<file path="src/rtl/uart_pkg.sv">
// rtl/uart_pkg.sv - Shared receiver FSM encoding, oversample ratio and baud tick helper.
package uart_pkg;

    localparam int OVERSAMPLE = 16;

    typedef enum logic [2:0] {
        IDLE   = 3'd0,
        START  = 3'd1,
        DATA   = 3'd2,
        PARITY = 3'd3,
        STOP   = 3'd4,
        BREAK  = 3'd5
    } rx_state_e;

    // Clocks per oversample tick, truncated, never below one.
    function automatic int tick_period(input int clk_hz, input int baud);
        int p;
        p = clk_hz / (baud * OVERSAMPLE);
        return (p < 1) ? 1 : p;
    endfunction

endpackage

</file>
<file path="src/rtl/uart_rx_buffered_if.sv">
// rtl/uart_rx_buffered_if.sv - Received-packet pop handshake between the receive FIFO and its consumer.
interface uart_rx_buffered_if #(
    parameter int DATA_BITS  = 8,
    parameter int FIFO_DEPTH = 16
);
    logic                          packet_ready;
    logic [DATA_BITS-1:0]          uart_packet;
    logic [$clog2(FIFO_DEPTH):0]   fifo_count;
    logic                          packet_ack;

    modport master (
        output packet_ready,
        output uart_packet,
        output fifo_count,
        input  packet_ack
    );

    modport slave (
        input  packet_ready,
        input  uart_packet,
        input  fifo_count,
        output packet_ack
    );
endinterface

</file>
<file path="src/rtl/sync_fifo.sv">
// rtl/sync_fifo.sv - Single-clock first-word fall-through FIFO with synchronous flush.
module sync_fifo #(
    parameter int WIDTH = 8,
    parameter int DEPTH = 16
) (
    input  logic                       clk,
    input  logic                       rst_n,
    input  logic                       flush,
    input  logic                       push,
    input  logic [WIDTH-1:0]           push_data,
    input  logic                       pop,
    output logic [WIDTH-1:0]           pop_data,
    output logic                       empty,
    output logic                       full,
    output logic [$clog2(DEPTH):0]     count
);
    localparam int AW = $clog2(DEPTH);

    logic [WIDTH-1:0] mem [DEPTH];
    logic [AW:0]      wr_ptr;
    logic [AW:0]      rd_ptr;
    logic             pop_ok;
    logic             push_ok;

    assign count    = wr_ptr - rd_ptr;
    assign empty    = (count == '0);
    assign full     = (count == (AW+1)'(DEPTH));
    assign pop_ok   = pop && !empty;
    // A pop in the same cycle frees the slot, so a full FIFO still accepts.
    assign push_ok  = push && (!full || pop_ok);
    assign pop_data = empty ? '0 : mem[rd_ptr[AW-1:0]];

    always_ff @(posedge clk or negedge rst_n) begin
        if (!rst_n) begin
            wr_ptr <= '0;
            rd_ptr <= '0;
        end else if (flush) begin
            wr_ptr <= '0;
            rd_ptr <= '0;
        end else begin
            if (push_ok) wr_ptr <= wr_ptr + 1'b1;
            if (pop_ok)  rd_ptr <= rd_ptr + 1'b1;
        end
    end

    always_ff @(posedge clk) begin
        if (push_ok) mem[wr_ptr[AW-1:0]] <= push_data;
    end
endmodule

</file>
<file path="src/rtl/uart_rx_buffered.sv">
// rtl/uart_rx_buffered.sv - 16x oversampling UART receiver feeding a FWFT FIFO; parity under UART_RX_PARITY_EN.
module uart_rx_buffered
    import uart_pkg::*;
#(
    parameter int SYS_CLK_SPEED = 100_000_000,
    parameter int BAUD_RATE     = 115200,
    parameter int DATA_BITS     = 8,
    parameter int STOP_BITS     = 1,
    parameter int FIFO_DEPTH    = 16
`ifdef UART_RX_PARITY_EN
    ,
    parameter bit PARITY_ODD    = 1'b0
`endif
) (
    input  logic               clk,
    input  logic               rst_n,
    input  logic               HALT_flag,
    input  logic               rx,
    input  logic               err_clr,
    output logic               frame_err,
    output logic               overrun_err,
    output logic               parity_err,
    uart_rx_buffered_if.master pkt
);
    localparam int TICK = tick_period(SYS_CLK_SPEED, BAUD_RATE);
    localparam int TW   = $clog2(TICK + 1);

    logic            rx_meta, rx_sync;
    rx_state_e       state, state_nx;
    logic [TW-1:0]   tick_cnt;
    logic [3:0]      os_cnt;
    logic [3:0]      bit_cnt;
    logic            s7, s8;
    logic [DATA_BITS-1:0] shreg;
    logic            push_pend;
    logic            tick, mid, bit_end, maj;
    logic            run, shift_en, push_req, frame_set;
    logic            push, pop, overrun_set;
    logic            fifo_empty, fifo_full, fifo_flush;
`ifdef UART_RX_PARITY_EN
    logic            parity_set;
`endif

    always_ff @(posedge clk or negedge rst_n) begin
        if (!rst_n) begin
            rx_meta <= 1'b1;
            rx_sync <= 1'b1;
        end else begin
            rx_meta <= rx;
            rx_sync <= rx_meta;
        end
    end

    assign tick    = (tick_cnt == TW'(TICK - 1));
    assign mid     = tick && (os_cnt == 4'd9);
    assign bit_end = tick && (os_cnt == 4'(OVERSAMPLE - 1));
    // Majority of ticks 7, 8 and the live sample at tick 9.
    assign maj     = (s7 & s8) | (s7 & rx_sync) | (s8 & rx_sync);

    always_ff @(posedge clk or negedge rst_n) begin
        if (!rst_n) state <= IDLE;
        else        state <= state_nx;
    end

    always_comb begin
        state_nx = state;
        if (!HALT_flag) begin
            state_nx = IDLE;
        end else begin
            case (state)
                IDLE:  if (!rx_sync) state_nx = START;
                START: begin
                    if (mid && maj)   state_nx = IDLE;
                    else if (bit_end) state_nx = DATA;
                end
                DATA: begin
                    if (bit_end && (bit_cnt == 4'(DATA_BITS - 1)))
`ifdef UART_RX_PARITY_EN
                        state_nx = PARITY;
`else
                        state_nx = STOP;
`endif
                end
`ifdef UART_RX_PARITY_EN
                PARITY: if (bit_end) state_nx = STOP;
`endif
                STOP: begin
                    if (mid) begin
                        if (!maj)                               state_nx = BREAK;
                        else if (bit_cnt == 4'(STOP_BITS - 1))  state_nx = IDLE;
                    end
                end
                BREAK: if (rx_sync) state_nx = IDLE;
                default: state_nx = IDLE;
            endcase
        end
    end

    always_comb begin
        run        = HALT_flag && (state inside {START, DATA, PARITY, STOP});
        shift_en   = HALT_flag && (state == DATA) && mid;
        push_req   = HALT_flag && (state == STOP) && mid && maj
                     && (bit_cnt == 4'(STOP_BITS - 1));
        frame_set  = HALT_flag && (state == STOP) && mid && !maj;
`ifdef UART_RX_PARITY_EN
        parity_set = HALT_flag && (state == PARITY) && mid
                     && (maj != (^shreg ^ PARITY_ODD));
`endif
    end

    // Bit timing restarts from zero whenever the receiver is not mid-frame.
    always_ff @(posedge clk or negedge rst_n) begin
        if (!rst_n) begin
            tick_cnt <= '0;
            os_cnt   <= '0;
            bit_cnt  <= '0;
            s7       <= 1'b0;
            s8       <= 1'b0;
        end else if (!run) begin
            tick_cnt <= '0;
            os_cnt   <= '0;
            bit_cnt  <= '0;
        end else begin
            tick_cnt <= tick ? '0 : tick_cnt + 1'b1;
            if (tick) begin
                os_cnt <= os_cnt + 1'b1;
                if (os_cnt == 4'd7) s7 <= rx_sync;
                if (os_cnt == 4'd8) s8 <= rx_sync;
            end
            if (state_nx != state) bit_cnt <= '0;
            else if (bit_end)      bit_cnt <= bit_cnt + 1'b1;
        end
    end

    always_ff @(posedge clk or negedge rst_n) begin
        if (!rst_n) begin
            shreg     <= '0;
            push_pend <= 1'b0;
        end else begin
            if (shift_en) shreg <= {maj, shreg[DATA_BITS-1:1]};
            push_pend <= push_req;
        end
    end

    assign push        = push_pend && HALT_flag;
    assign pop         = pkt.packet_ack && !fifo_empty;
    assign overrun_set = push && fifo_full && !pop;
    assign fifo_flush  = !HALT_flag;

    sync_fifo #(
        .WIDTH (DATA_BITS),
        .DEPTH (FIFO_DEPTH)
    ) u_fifo (
        .clk       (clk),
        .rst_n     (rst_n),
        .flush     (fifo_flush),
        .push      (push),
        .push_data (shreg),
        .pop       (pkt.packet_ack),
        .pop_data  (pkt.uart_packet),
        .empty     (fifo_empty),
        .full      (fifo_full),
        .count     (pkt.fifo_count)
    );

    assign pkt.packet_ready = !fifo_empty;

    // Setting wins over err_clr in the same cycle.
    always_ff @(posedge clk or negedge rst_n) begin
        if (!rst_n) begin
            frame_err   <= 1'b0;
            overrun_err <= 1'b0;
        end else begin
            if (frame_set)        frame_err   <= 1'b1;
            else if (err_clr)     frame_err   <= 1'b0;
            if (overrun_set)      overrun_err <= 1'b1;
            else if (err_clr)     overrun_err <= 1'b0;
        end
    end

`ifdef UART_RX_PARITY_EN
    always_ff @(posedge clk or negedge rst_n) begin
        if (!rst_n)           parity_err <= 1'b0;
        else if (parity_set)  parity_err <= 1'b1;
        else if (err_clr)     parity_err <= 1'b0;
    end
`else
    assign parity_err = 1'b0;
`endif

endmodule
</file>
<file path="src/flat_wrapper.sv">
// flat-port wrapper written by rule: the top's interface ports become plain ports
module uart_rx_buffered_flat import uart_pkg::*;
#(
    parameter int SYS_CLK_SPEED = 100_000_000,
    parameter int BAUD_RATE     = 115200,
    parameter int DATA_BITS     = 8,
    parameter int STOP_BITS     = 1,
    parameter int FIFO_DEPTH    = 16

)
  (clk, rst_n, HALT_flag, rx, err_clr, frame_err, overrun_err, parity_err, pkt_packet_ready, pkt_uart_packet, pkt_fifo_count, pkt_packet_ack);
  uart_rx_buffered_if #(.DATA_BITS(DATA_BITS), .FIFO_DEPTH(FIFO_DEPTH)) pkt_i ();
  input  logic clk;
  input  logic rst_n;
  input  logic HALT_flag;
  input  logic rx;
  input  logic err_clr;
  output logic frame_err;
  output logic overrun_err;
  output logic parity_err;
  output wire logic [$bits(pkt_i.packet_ready)-1:0] pkt_packet_ready;
  output wire logic [$bits(pkt_i.uart_packet)-1:0] pkt_uart_packet;
  output wire logic [$bits(pkt_i.fifo_count)-1:0] pkt_fifo_count;
  input wire logic [$bits(pkt_i.packet_ack)-1:0] pkt_packet_ack;
  assign pkt_packet_ready = pkt_i.packet_ready;
  assign pkt_uart_packet = pkt_i.uart_packet;
  assign pkt_fifo_count = pkt_i.fifo_count;
  assign pkt_i.packet_ack = pkt_packet_ack;
  uart_rx_buffered #(.SYS_CLK_SPEED(SYS_CLK_SPEED), .BAUD_RATE(BAUD_RATE), .DATA_BITS(DATA_BITS), .STOP_BITS(STOP_BITS), .FIFO_DEPTH(FIFO_DEPTH)) u_core (.clk(clk), .rst_n(rst_n), .HALT_flag(HALT_flag), .rx(rx), .err_clr(err_clr), .frame_err(frame_err), .overrun_err(overrun_err), .parity_err(parity_err), .pkt(pkt_i));
endmodule
</file>
<file path="config.mk">
export PLATFORM = sky130hd
export DESIGN_NAME = uart_rx_buffered_flat
export DESIGN_NICKNAME = d
export VERILOG_FILES = /design/src/rtl/uart_pkg.sv /design/src/rtl/uart_rx_buffered_if.sv /design/src/rtl/sync_fifo.sv /design/src/rtl/uart_rx_buffered.sv /design/src/flat_wrapper.sv
export SDC_FILE = /design/constraint.sdc
export NUM_CORES = 1
export LEC_CHECK = 0
export BUFFER_PORTS_ARGS = -buffer_cell sky130_fd_sc_hd__buf_2
export CELL_PAD_IN_SITES_DETAIL_PLACEMENT = 1
export CELL_PAD_IN_SITES_GLOBAL_PLACEMENT = 2
export CORE_ASPECT_RATIO = 2
export CORE_MARGIN = 3
export CORE_UTILIZATION = 24
export CTS_CLUSTER_SIZE = 24
export DETAILED_ROUTE_END_ITERATION = 6
export PLACE_DENSITY_LB_ADDON = 0.1
export SKIP_CTS_REPAIR_TIMING = 1
export SLEW_MARGIN = 10
export SYNTH_ARGS = -nofsm -noshare
export SYNTH_HDL_FRONTEND = slang
export SYNTH_HIERARCHICAL = 1
export SYNTH_SLANG_ARGS = --single-unit
</file>
<file path="constraint.sdc">
create_clock -name clk -period 4 [get_ports clk]
set_input_delay 1.2 -clock clk [delete_from_list [all_inputs] [get_ports clk]]
set_output_delay 1.2 -clock clk [all_outputs]
set_load 0.01 [all_outputs]
</file>
==> flow_metrics.tcl <==
set metrics [dict create \
    grt_pass1_vias 4686 \
    route.antenna.remaining_nets 0 \
    synthToLayoutAreaGrowth_pct 17.3 \
    rsz_0062_raised_after_global_routing "yes" \
    fin_crit_sh_pct 97.9 \
    synth.yosys.warnings 6 \
    coreArea_mm2 0.0309 \
    synth_cell_type_count 64 \
    final-hold-violation-count 0 \
    viasPerCell 4.45 \
    fillerInstances 3251 \
    rr_startpoint "u_core/u_fifo/wr_ptr[0]" \
    power_switching_mw 1.20 \
    timing.critical_path.arrival_ns 2.72 \
    critical_path.endpoint_type "primary output" \
    internal_power_mw 3.18 \
    row_count 91 \
    min-delay-path-class "reg -> reg" \
    yosys_register_bits 170 \
    fp.dieH_um 256 \
    antenna_cells 0 \
    postSynthNetCount 479 \
    grt_overflow_total 0 \
    layout.nets 514 \
    r2r.worst_path.cells 10 \
    gp_congestion 0.713 \
    run_status "finished, final reports clean" \
    sequential_group_share_of_total_power_pct 43.4 \
    mean_routed_wirelength_per_cell_um 22.5 \
    maxSlewHeadroom_pct 27.8 \
    grt_antenna_before_repair 0 \
    final.min_clock_period_ns 3.92 \
    layout.core_utilization_pct 28.6 \
    largest_net_degree_at_the_start_of_global_routing 40 \
    cp.required_ns 2.80 \
    finalSetupViolations 0 \
    worstSetupEndpoint "pkt_uart_packet[5]" \
    clk-insertion-delay-late_ns 0.44 \
    portion_of_the_post_synthesis_area_used_by_sequential_elements_pct 65.2 \
    synth_async_sr_flop_share_pct 24.7 \
    hold_ws_ns 0.360 \
    placement.io_buffers 21 \
    max-cap-violations 0 \
    top_level_ports 23 \
    netlist_area_mm2 0.00751 \
    synthDominantAreaCellType "sky130_fd_sc_hd__edfxtp_1" \
    route.final.wire_length_um 20800 \
    slew_viol_final 0 \
    final_layout_size_suffix_gt1_share_pct 26.2 \
    criticalPathCategory "reg -> out" \
    timing.fmax_mhz 255 \
    drt_pre_antenna_iters 4 \
    placed_cells 887 \
    cp_max_fo 10 \
    ctsLongestPathBuffers 2 \
    static-leakage-power_nw 3.34 \
    layout.cells.non_filler 922 \
    die_width_um 131 \
    crit_path_start "u_core/u_fifo/wr_ptr[0]" \
    synth-main-ff-cell "sky130_fd_sc_hd__edfxtp_1" \
    route.detailed.drc 0 \
    reg2reg_slack_ns 0.62 \
    ir_drop_worst_vdd_mv 0.276 \
    grt_pass1_wl_um 31200 \
    switching_share_pct 27.4 \
    cts_tree "yes" \
    routed_vias 4104 \
    synth_largest_type_area_fraction_pct 51.2 \
    synthTopCellsByArea "sky130_fd_sc_hd__edfxtp_1, sky130_fd_sc_hd__dfrtp_1, sky130_fd_sc_hd__mux4_2, sky130_fd_sc_hd__ha_1, sky130_fd_sc_hd__and3_1" \
    cts.sinks 170 \
    clock_tree.htree_level_count 4 \
    worst_clock_skew_ns 0.0135 \
    grt.total_usage_pct 13.2 \
    cts_inserted_buffers 17 \
    avg_synthesized_cell_area_um2 16.5 \
    pwr-share-comb_pct 18.5 \
    hpwlAfterDp_um 14000 \
    clkTransAtPathRegs_ns 0.07 \
    netlist_instances 456 \
    floorplan.initialDensity_pct 24.3 \
    total_die_area_mm2 0.0336 \
    clock_power_share_pct 38.2 \
    worst_setup_path_start_kind "flip-flop" \
    timing.rr.end "u_core/u_fifo/mem[4][4]" \
    pwr_density_cell_mw_per_mm2 498 \
    worst-slew-pin-transition_ns 1.08 \
    detailedRoute.firstIterationViolations 240 \
    synth_enable_flop_cells 128 \
    cts_root_buf "sky130_fd_sc_hd__clkbuf_16" \
]
worst max-delay path, stage by stage (launching register included):
cell and delay (ns):
sky130_fd_sc_hd__dfrtp_2 0.45, sky130_fd_sc_hd__inv_4 0.09, sky130_fd_sc_hd__ha_4 0.13, sky130_fd_sc_hd__inv_2 0.03, sky130_fd_sc_hd__fa_1 0.47, sky130_fd_sc_hd__nand3b_1 0.19
sky130_fd_sc_hd__a211o_1 0.36, sky130_fd_sc_hd__a2bb2oi_4 0.19, sky130_fd_sc_hd__buf_12 0.16, sky130_fd_sc_hd__nor2b_1 0.05, sky130_fd_sc_hd__buf_2 0.13
worst min path at each step:
stage / from / endpoint / cells after the start
after floorplan: u_core/rx_meta / u_core/rx_sync / 0
after global placement: u_core/rx_meta / u_core/rx_sync / 0
after detailed placement: u_core/rx_meta / u_core/rx_sync / 0
after CTS: u_core/rx_meta / u_core/rx_sync / 0
after global routing: u_core/rx_meta / u_core/rx_sync / 0
final: u_core/rx_meta / u_core/rx_sync / 0
final cells by class:
type	count	area (um2)	share of cell area [%]
multi-input cells	249	2480	28.1
clock buffers	17	425	4.83
clock inverters	15	163	1.85
flip-flops and latches	170	4900	55.6
well taps	418	523	5.93
repair buffers	35	253	2.87
inverters	18	70.1	0.795
registers in the layout, summed over array words and instances, names as in the netlist:
name,flops
u_core/frame_err,1
u_core/s8,1
u_core/overrun_err,1
u_core/s7,1
u_core/u_fifo/rd_ptr,5
u_core/tick_cnt,6
u_core/os_cnt,4
u_core/u_fifo/wr_ptr,5
u_core/state,3
u_core/push_pend,1
u_core/rx_meta,1
u_core/rx_sync,1
u_core/bit_cnt,4
u_core/u_fifo/mem,128
u_core/shreg,8
per-layer routing:
layer / vias up / wire length (um) / track usage, %
met5: - / 0 / 0
met3: 25 / 366 / 2.77
met2: 46 / 12500 / 25.2
li1: 1844 / - / -
met1: 2189 / 7340 / 13.6
met4: 0 / 518 / 5.06
cells in the mapped netlist, types with 5 or more instances:
master	count
sky130_fd_sc_hd__clkbuf_1	9
sky130_fd_sc_hd__mux2_1	5
sky130_fd_sc_hd__nor2b_1	15
sky130_fd_sc_hd__nor2_1	24
sky130_fd_sc_hd__o21ai_0	6
sky130_fd_sc_hd__mux2_2	6
sky130_fd_sc_hd__dfrtp_1	40
sky130_fd_sc_hd__nand3_1	6
sky130_fd_sc_hd__nand2_1	12
sky130_fd_sc_hd__edfxtp_1	128
sky130_fd_sc_hd__nand3b_1	5
sky130_fd_sc_hd__xor2_1	9
sky130_fd_sc_hd__mux4_2	40
sky130_fd_sc_hd__a21oi_1	13
sky130_fd_sc_hd__buf_2	6
sky130_fd_sc_hd__nand2b_1	5
sky130_fd_sc_hd__and3_1	17
sky130_fd_sc_hd__ha_1	16
sky130_fd_sc_hd__inv_1	17
sky130_fd_sc_hd__nor3_1	7
cell families after synthesis:
kind of cell,share of synthesized area [%]
adders and majority gates,3.08
buffers and inverters,2.20
xor gates and xnor gates,1.52
AOI/OAI and AO/OA,4.43
and+or+nand+nor,9.75
DFF,65.2
muxes,13.8
other,0.0499
through the flow:
step	total power [mW]	area [um2]	setup TNS, ns	setup WS (ns)
after floorplan	2.38	7510	0	0.177
after global placement	2.65	8140	0	0.382
after detailed placement	2.66	8140	0	0.338
after CTS	4.37	8730	-1.39	-0.166
after global routing	4.61	8810	-0.357	-0.0507
final	4.39	8810	0	0.0832
power groups by stage:
stage / Combinational (mW) / Sequential (mW) / Clock (mW)
final: 0.810 / 1.90 / 1.67
after global routing: 0.891 / 1.90 / 1.82
after CTS: 0.722 / 1.90 / 1.74
after detailed placement: 0.719 / 1.94 / 0
after global placement: 0.715 / 1.94 / 0
after floorplan: 0.452 / 1.93 / 0
cells in the final DEF (no fill, tap or decap), drive strengths merged, types with 2 or more instances in the layout:
master    count
or3           4
nor2b        15
a21oi        13
nor4b         2
a2111oi       2
o21ai         8
nor4          2
and3         17
nand2b        5
o31ai         3
ha           16
clkbuf       18
nand3         6
nor3b         3
and4          3
mux2         11
xor2          9
or4           3
mux4         40
o31a          2
nand4b        3
a211o         2
bufinv        2
nand4         4
edfxtp      128
inv          24
a32o          2
dfrtp        40
nand3b        5
buf          34
nand2        13
dfstp         2
xnor2         4
and2          2
clkinv        5
nor3          7
a211oi        2
clkinvlp      2
nor2         25
Note: power is estimated with default switching activity, not from simulation.
